`src/rtl/score_bcd_counter_pkg.sv`:
```
// score_pkg: BCD digit type, digit adder, digit-wise compare and a decimal-to-BCD helper
package score_pkg;
    localparam int DIGIT_W = 4;
    localparam int MAX_DIGITS = 4;
    localparam int FW = MAX_DIGITS * DIGIT_W;
    typedef logic [DIGIT_W-1:0] bcd_digit_t;

    function automatic logic [DIGIT_W:0] bcd_digit_add(input bcd_digit_t a, input bcd_digit_t b, input logic cin);
        logic [DIGIT_W:0] s;
        s = {1'b0, a} + {1'b0, b} + {4'd0, cin};
        return (s > 5'd9) ? {1'b1, s[3:0] - 4'd10} : s;
    endfunction

    // Only the low n digits take part; the first differing digit from the top decides
    function automatic logic bcd_ge(input logic [FW-1:0] a, input logic [FW-1:0] b, input int n);
        logic ge, done;
        ge = 1'b1;
        done = 1'b0;
        for (int i = MAX_DIGITS - 1; i >= 0; i--)
            if (!done && i < n && a[i*DIGIT_W +: DIGIT_W] != b[i*DIGIT_W +: DIGIT_W]) begin
                ge = a[i*DIGIT_W +: DIGIT_W] > b[i*DIGIT_W +: DIGIT_W];
                done = 1'b1;
            end
        return ge;
    endfunction

    function automatic logic [FW-1:0] to_bcd(input int v);
        logic [FW-1:0] r;
        int t;
        r = '0;
        t = v;
        for (int i = 0; i < MAX_DIGITS; i++) begin
            r[i*DIGIT_W +: DIGIT_W] = 4'(t % 10);
            t = t / 10;
        end
        return r;
    endfunction
endpackage

```
`src/rtl/score_bcd_counter_if.sv`:
```
// score_bcd_counter_if: game event inputs and score/display outputs of the score counter
interface score_bcd_counter_if import score_pkg::*; #(
    parameter int NUM_DIGITS = 2,
    parameter int BONUS_W = 4
);
    logic CLEAR;
    logic REACHED_TARGET;
    logic BONUS_VALID;
    logic [BONUS_W-1:0] BONUS_AMT;
    logic [DIGIT_W*NUM_DIGITS-1:0] SCORE_BCD;
    logic MAX_REACHED;
    logic WIN_PULSE;
    logic [NUM_DIGITS-1:0] SCAN_SEL;
    bcd_digit_t SCAN_DIGIT;
    logic [DIGIT_W*NUM_DIGITS-1:0] HISCORE_BCD;

    modport master(
        output CLEAR, REACHED_TARGET, BONUS_VALID, BONUS_AMT,
        input SCORE_BCD, MAX_REACHED, WIN_PULSE, SCAN_SEL, SCAN_DIGIT, HISCORE_BCD
    );
    modport slave(
        input CLEAR, REACHED_TARGET, BONUS_VALID, BONUS_AMT,
        output SCORE_BCD, MAX_REACHED, WIN_PULSE, SCAN_SEL, SCAN_DIGIT, HISCORE_BCD
    );
endinterface

```
`src/rtl/score_bcd_counter_scan.sv`:
```
// score_digit_scan: free-running prescaler and digit index driving a one-hot select and the selected BCD digit
module score_digit_scan import score_pkg::*; #(
    parameter int NUM_DIGITS = 2,
    parameter int SCAN_DIV = 16
) (
    input logic CLK,
    input logic RESET_N,
    input logic [DIGIT_W*NUM_DIGITS-1:0] score_i,
    output logic [NUM_DIGITS-1:0] scan_sel_o,
    output bcd_digit_t scan_digit_o
);
    localparam int PW = $clog2(SCAN_DIV);
    localparam int IW = (NUM_DIGITS > 1) ? $clog2(NUM_DIGITS) : 1;
    logic [PW-1:0] pre_q, pre_d;
    logic [IW-1:0] idx_q, idx_d;
    logic [NUM_DIGITS-1:0] sel_q, sel_d;
    bcd_digit_t dig_q, dig_d;

    // score_i is the next score, so the digit lines up with SCORE_BCD in the same cycle
    always_comb begin
        pre_d = (pre_q == PW'(SCAN_DIV - 1)) ? '0 : pre_q + 1'b1;
        idx_d = (pre_q != PW'(SCAN_DIV - 1)) ? idx_q : (idx_q == IW'(NUM_DIGITS - 1)) ? '0 : idx_q + 1'b1;
        sel_d = NUM_DIGITS'(1) << idx_d;
        dig_d = score_i[idx_d*DIGIT_W +: DIGIT_W];
    end

    always_ff @(posedge CLK) begin
        if (!RESET_N) begin
            pre_q <= '0;
            idx_q <= '0;
            sel_q <= NUM_DIGITS'(1);
            dig_q <= '0;
        end else begin
            pre_q <= pre_d;
            idx_q <= idx_d;
            sel_q <= sel_d;
            dig_q <= dig_d;
        end
    end

    assign scan_sel_o = sel_q;
    assign scan_digit_o = dig_q;
endmodule

```
`src/rtl/score_bcd_counter.sv`:
```
// score_bcd_counter: saturating BCD score with bonus adds, win pulse and digit scanner.
// Define SCORE_HISCORE_EN to build the high-score register; otherwise HISCORE_BCD is 0.
module score_bcd_counter import score_pkg::*; #(
    parameter int NUM_DIGITS = 2,
    parameter int MAX_SCORE = 10,
    parameter int BONUS_W = 4,
    parameter int SCAN_DIV = 16
) (
    input logic CLK,
    input logic RESET_N,
    score_bcd_counter_if.slave bus
);
    localparam int SW = DIGIT_W * NUM_DIGITS;
    localparam logic [SW-1:0] MAX_BCD = SW'(to_bcd(MAX_SCORE));
    logic [SW-1:0] score_q, score_d, sum, inc_bcd;
    logic [NUM_DIGITS:0] carry;
    logic [4:0] inc;
    logic ovf, at_max, win_q, win_d;

    assign inc = 5'(bus.REACHED_TARGET) + (bus.BONUS_VALID ? 5'(bus.BONUS_AMT) : 5'd0);
    assign inc_bcd = SW'(to_bcd(int'(inc)));
    assign carry[0] = 1'b0;

    for (genvar i = 0; i < NUM_DIGITS; i++) begin : g_add
        assign {carry[i+1], sum[i*DIGIT_W +: DIGIT_W]} =
            bcd_digit_add(score_q[i*DIGIT_W +: DIGIT_W], inc_bcd[i*DIGIT_W +: DIGIT_W], carry[i]);
    end

    // An increment wider than the score, or a carry off the top digit, is always past MAX_SCORE
    assign ovf = carry[NUM_DIGITS] || int'(inc) >= 10**NUM_DIGITS;
    assign at_max = score_q == MAX_BCD;

    always_comb begin
        score_d = bus.CLEAR ? '0 : at_max ? score_q :
                  (ovf || bcd_ge(FW'(sum), FW'(MAX_BCD), NUM_DIGITS)) ? MAX_BCD : sum;
        win_d = !bus.CLEAR && !at_max && score_d == MAX_BCD;
    end

    always_ff @(posedge CLK) begin
        if (!RESET_N) begin
            score_q <= '0;
            win_q <= 1'b0;
        end else begin
            score_q <= score_d;
            win_q <= win_d;
        end
    end

    assign bus.SCORE_BCD = score_q;
    assign bus.MAX_REACHED = at_max;
    assign bus.WIN_PULSE = win_q;

`ifdef SCORE_HISCORE_EN
    logic [SW-1:0] hi_q, hi_d;
    assign hi_d = bcd_ge(FW'(score_q), FW'(hi_q), NUM_DIGITS) ? score_q : hi_q;
    always_ff @(posedge CLK) begin
        if (!RESET_N) hi_q <= '0;
        else hi_q <= hi_d;
    end
    assign bus.HISCORE_BCD = hi_q;
`else
    assign bus.HISCORE_BCD = '0;
`endif

    score_digit_scan #(.NUM_DIGITS(NUM_DIGITS), .SCAN_DIV(SCAN_DIV)) u_scan (
        .CLK(CLK),
        .RESET_N(RESET_N),
        .score_i(score_d),
        .scan_sel_o(bus.SCAN_SEL),
        .scan_digit_o(bus.SCAN_DIGIT)
    );
endmodule

```
`src/flat_wrapper.sv`:
```
// flat-port wrapper written by rule: the top's interface ports become plain ports
module score_bcd_counter_flat import score_pkg::*;
#(
    parameter int NUM_DIGITS = 2,
    parameter int MAX_SCORE = 10,
    parameter int BONUS_W = 4,
    parameter int SCAN_DIV = 16
)
  (CLK, RESET_N, bus_CLEAR, bus_REACHED_TARGET, bus_BONUS_VALID, bus_BONUS_AMT, bus_SCORE_BCD, bus_MAX_REACHED, bus_WIN_PULSE, bus_SCAN_SEL, bus_SCAN_DIGIT, bus_HISCORE_BCD);
  score_bcd_counter_if #(.NUM_DIGITS(NUM_DIGITS), .BONUS_W(BONUS_W)) bus_i ();
  input logic CLK;
  input logic RESET_N;
  input wire logic [$bits(bus_i.CLEAR)-1:0] bus_CLEAR;
  input wire logic [$bits(bus_i.REACHED_TARGET)-1:0] bus_REACHED_TARGET;
  input wire logic [$bits(bus_i.BONUS_VALID)-1:0] bus_BONUS_VALID;
  input wire logic [$bits(bus_i.BONUS_AMT)-1:0] bus_BONUS_AMT;
  output wire logic [$bits(bus_i.SCORE_BCD)-1:0] bus_SCORE_BCD;
  output wire logic [$bits(bus_i.MAX_REACHED)-1:0] bus_MAX_REACHED;
  output wire logic [$bits(bus_i.WIN_PULSE)-1:0] bus_WIN_PULSE;
  output wire logic [$bits(bus_i.SCAN_SEL)-1:0] bus_SCAN_SEL;
  output wire logic [$bits(bus_i.SCAN_DIGIT)-1:0] bus_SCAN_DIGIT;
  output wire logic [$bits(bus_i.HISCORE_BCD)-1:0] bus_HISCORE_BCD;
  assign bus_i.CLEAR = bus_CLEAR;
  assign bus_i.REACHED_TARGET = bus_REACHED_TARGET;
  assign bus_i.BONUS_VALID = bus_BONUS_VALID;
  assign bus_i.BONUS_AMT = bus_BONUS_AMT;
  assign bus_SCORE_BCD = bus_i.SCORE_BCD;
  assign bus_MAX_REACHED = bus_i.MAX_REACHED;
  assign bus_WIN_PULSE = bus_i.WIN_PULSE;
  assign bus_SCAN_SEL = bus_i.SCAN_SEL;
  assign bus_SCAN_DIGIT = bus_i.SCAN_DIGIT;
  assign bus_HISCORE_BCD = bus_i.HISCORE_BCD;
  score_bcd_counter #(.NUM_DIGITS(NUM_DIGITS), .MAX_SCORE(MAX_SCORE), .BONUS_W(BONUS_W), .SCAN_DIV(SCAN_DIV)) u_core (.CLK(CLK), .RESET_N(RESET_N), .bus(bus_i));
endmodule
```
`config.mk`:
```
export PLATFORM = sky130hd
export DESIGN_NAME = score_bcd_counter_flat
export DESIGN_NICKNAME = d
export VERILOG_FILES = /design/src/rtl/score_bcd_counter_pkg.sv /design/src/rtl/score_bcd_counter_if.sv /design/src/rtl/score_bcd_counter_scan.sv /design/src/rtl/score_bcd_counter.sv /design/src/flat_wrapper.sv
export SDC_FILE = /design/constraint.sdc
export NUM_CORES = 1
export LEC_CHECK = 0
export BUFFER_PORTS_ARGS = -buffer_cell sky130_fd_sc_hd__buf_2
export CAP_MARGIN = 20
export CORE_MARGIN = 2
export CORE_UTILIZATION = 55
export CTS_CLUSTER_DIAMETER = 80
export CTS_CLUSTER_SIZE = 10
export DETAILED_ROUTE_END_ITERATION = 7
export GPL_ROUTABILITY_DRIVEN = 0
export HOLD_SLACK_MARGIN = 0.06
export MAX_ROUTING_LAYER = met4
export PLACE_DENSITY = 0.87
export SLEW_MARGIN = 20
export SYNTH_ARGS = -nofsm -noshare
export SYNTH_HDL_FRONTEND = slang
export SYNTH_SLANG_ARGS = --single-unit
```
`constraint.sdc`:
```
create_clock -name CLK -period 15.8 [get_ports CLK]
set_input_delay 3.95 -clock CLK [delete_from_list [all_inputs] [get_ports CLK]]
set_output_delay 3.95 -clock CLK [all_outputs]
set_load 0.01 [all_outputs]
```
==> flow_metrics.tcl <==
set metrics [dict create \
    crit_arrival_ns 9.55 \
    num-nets-final 186 \
    htree_levels 1 \
    synthArstFlopShare_pct 0 \
    grt_start_max_net_pins 11 \
    slew_viol_final 0 \
    n_fill_cell 199 \
    cts_tree "built" \
    die_area_um2 2631 \
    rsz0062_at_grt "false" \
    rrSetupSlack_ns 12.04 \
    outcome "completed" \
    cts_inserted_buffers 3 \
    critPathCapture "u_core.u_scan.scan_digit_o[2]" \
    overflow 0 \
    grt_pass1_wl_um 4202 \
    clock_path_buffers 2 \
    syn_to_final_growth_pct 12.31 \
    io_pins 33 \
    post-cts-setup-buffer-count 0 \
    synth_warnings 0 \
    synthFlopType "dfxtp_1" \
    synth_cell_types 41 \
    synth.cell_area_um2 1230 \
    die_w_um 51.29 \
    maxCapViolations 0 \
    drive_gt1_share_pct 23.31 \
    post-dp-hpwl_um 1944 \
    layout_common_cells "buf_2 (24), dfxtp_1 (19), conb_1 (11)" \
    clock_sinks 19 \
    layout_commonest_cell "buf_2" \
    portBuffers 24 \
    track_usage_pct 20.99 \
    first_global_vias 1016 \
    power.density_nw_per_um2 69.02 \
    drc 0 \
    fin_tns_setup_ns 0 \
    critPathLaunch "bus_BONUS_VALID" \
    row_count 17 \
    r2r_start "u_core.bus.SCORE_BCD[0]" \
    antenna_found_initial 0 \
    drt-wirelength-per-cell_um 12.48 \
    ctsHoldBuffers 0 \
    synth_edf_count 0 \
    avgViaCountPerCell 5.372 \
    fin_skew_ns 0.005627 \
    r2r_cells 13 \
    synth_top_area_share_pct 30.93 \
    postRouteAntennaNets 0 \
    synth.yosys.seq_area_share_pct 30.93 \
    cp.required_ns 16.01 \
    start_util_pct 56.69 \
    critPathCaptureType "flop" \
    clkTransAtPathRegs_ns 0.10 \
    coreArea_um2 2170 \
    ff_latch_area_um2 380.4 \
    hp-class "reg -> reg" \
    antenna_cells 0 \
    dp_slack_ns 6.238 \
    path_class "in -> reg" \
    peakVddDrop_uv 55.91 \
    setup_viol 0 \
    clk_latency_ns 0.28 \
    drt-initial-drc-count 26 \
    syn_area_per_cell_um2 9.179 \
    fin_ws_ns 6.454 \
    dpl_cell_area_um2 1355 \
    multi_input_area_um2 789.5 \
    routed_wl_um 2383 \
    finalCritPeriodShare_pct 59.15 \
    synth_top_area_cell "dfxtp_1" \
    ys_ff_latch 19 \
    cts_resized 0 \
    worst_pin_slew_ns 0.5024 \
    synth_cells 134 \
    root_buffer "clkbuf_4" \
    hold-worst-slack_ns 0.4758 \
    design_area_um2 1381 \
    final_hold_viol_count 0 \
    synth_top_cells_by_area "dfxtp_1 (31%), ha_1 (10%), buf_4 (5.5%)" \
    critPathLaunchType "input pin" \
    fmax_mhz 107.0 \
    crit_path_max_fanout 8 \
    p_leak_nw 0.6828 \
    die_y_um 51.29 \
    worstReg2RegEnd "u_core.u_scan.scan_digit_o[2]" \
    first_pass_iters 4 \
    max-slew-margin-rel_pct 66.27 \
    num_vias 1026 \
    period_minus_slack_ns 9.346 \
]
[cell type report]
| type | count | share of cell area, % |
|---|---|---|
| clock buffer | 4 | 1.902 |
| inverter | 8 | 2.174 |
| multi-input combinational | 108 | 57.16 |
| sequential | 19 | 27.54 |
| tap | 28 | 2.536 |
| timing repair buffer | 24 | 8.696 |
[cells by family after synthesis]
group / Yosys count / synth area share [%]
other: 1 / 0.3049
AO/OA/AOI/OAI: 27 / 17.19
buffers and inverters: 17 / 7.935
flip-flops: 19 / 30.93
XOR/XNOR: 4 / 2.849
adder cells (fa/ha/maj): 13 / 15.06
multiplexers: 3 / 2.442
AND/OR/NAND/NOR: 50 / 23.30
[Yosys cell counts (3+ instances only)]
cell / n
fa_1: 3
nand2_1: 9
and2_1: 3
nor2b_1: 5
nor2_1: 9
xnor2_1: 3
buf_4: 9
inv_1: 8
dfxtp_1: 19
ha_1: 10
and3_1: 3
mux2i_1: 3
a21oi_1: 10
nand3_1: 4
nor3_1: 3
[flip-flops by register name (all words and copies together), names as in the netlist]
name,flops
u_core.bus.SCORE_BCD,8
u_core.bus.WIN_PULSE,1
u_core.u_scan.scan_sel_o,1
u_core.u_scan.scan_digit_o,4
u_core.u_scan.idx_q,1
u_core.u_scan.pre_q,4
[metrics by stage]
| stage | util, % | power [mW] | cells |
|---|---|---|---|
| detailed placement | 62.46 | 0.07343 | 187 |
| CTS | 63.67 | 0.09628 | 191 |
| floorplan | - | 0.06908 | 144 |
| global route | 63.67 | 0.1015 | 191 |
| global placement | 62.46 | 0.07198 | 187 |
| finish | 63.67 | 0.09534 | 191 |
[critical path, cell delays in order]
cell and delay (ns):
buf_2 0.14, and2_1 0.14, ha_1 0.22, ha_1 0.22
and3_1 0.19, a21oi_1 0.30, inv_1 0.11, o21ai_0 0.16
ha_1 0.24, and3b_1 0.26, a21oi_1 0.08, nor3b_1 0.26
a31oi_1 0.13, fa_1 0.46, xnor2_1 0.22, ha_1 0.27
nor2b_1 0.18, o41ai_4 0.42, fa_1 0.26, inv_1 0.05
fa_1 0.37, nand3b_1 0.18, a211oi_2 0.31, nand2_1 0.22
nor3_1 0.22
[worst min-delay path by stage]
stage / from / to / slack (ns) / depth (start not counted)
final: u_core.u_scan.pre_q[0] / u_core.u_scan.pre_q[0] / 0.48 / 1
after global routing: u_core.u_scan.pre_q[0] / u_core.u_scan.pre_q[0] / 0.51 / 1
after CTS: u_core.u_scan.pre_q[0] / u_core.u_scan.pre_q[0] / 0.48 / 1
after detailed placement: u_core.u_scan.pre_q[0] / u_core.u_scan.pre_q[0] / 0.46 / 1
after global placement: u_core.u_scan.pre_q[0] / u_core.u_scan.pre_q[0] / 0.45 / 1
after floorplan: u_core.u_scan.pre_q[0] / u_core.u_scan.pre_q[0] / 0.43 / 1
[per-layer routing]
layer	wire, um	part of all wire [%]	vias to the layer above	track usage [%]
met4	10	0.42	0	5.702
met5	0	0	-	-
met2	1220	51	23	38.74
li1	-	-	518	-
met1	1064	45	483	23.67
met3	87	3.7	2	2.924
[where the power goes]
group          leakage, nW  internal, mW  total (mW)  switching (mW)
Clock               0.0150       0.00979      0.0229          0.0131
Sequential           0.155        0.0495      0.0507         0.00120
Combinational        0.512       0.00921      0.0218          0.0126
Power figures use the tool's default switching activity.
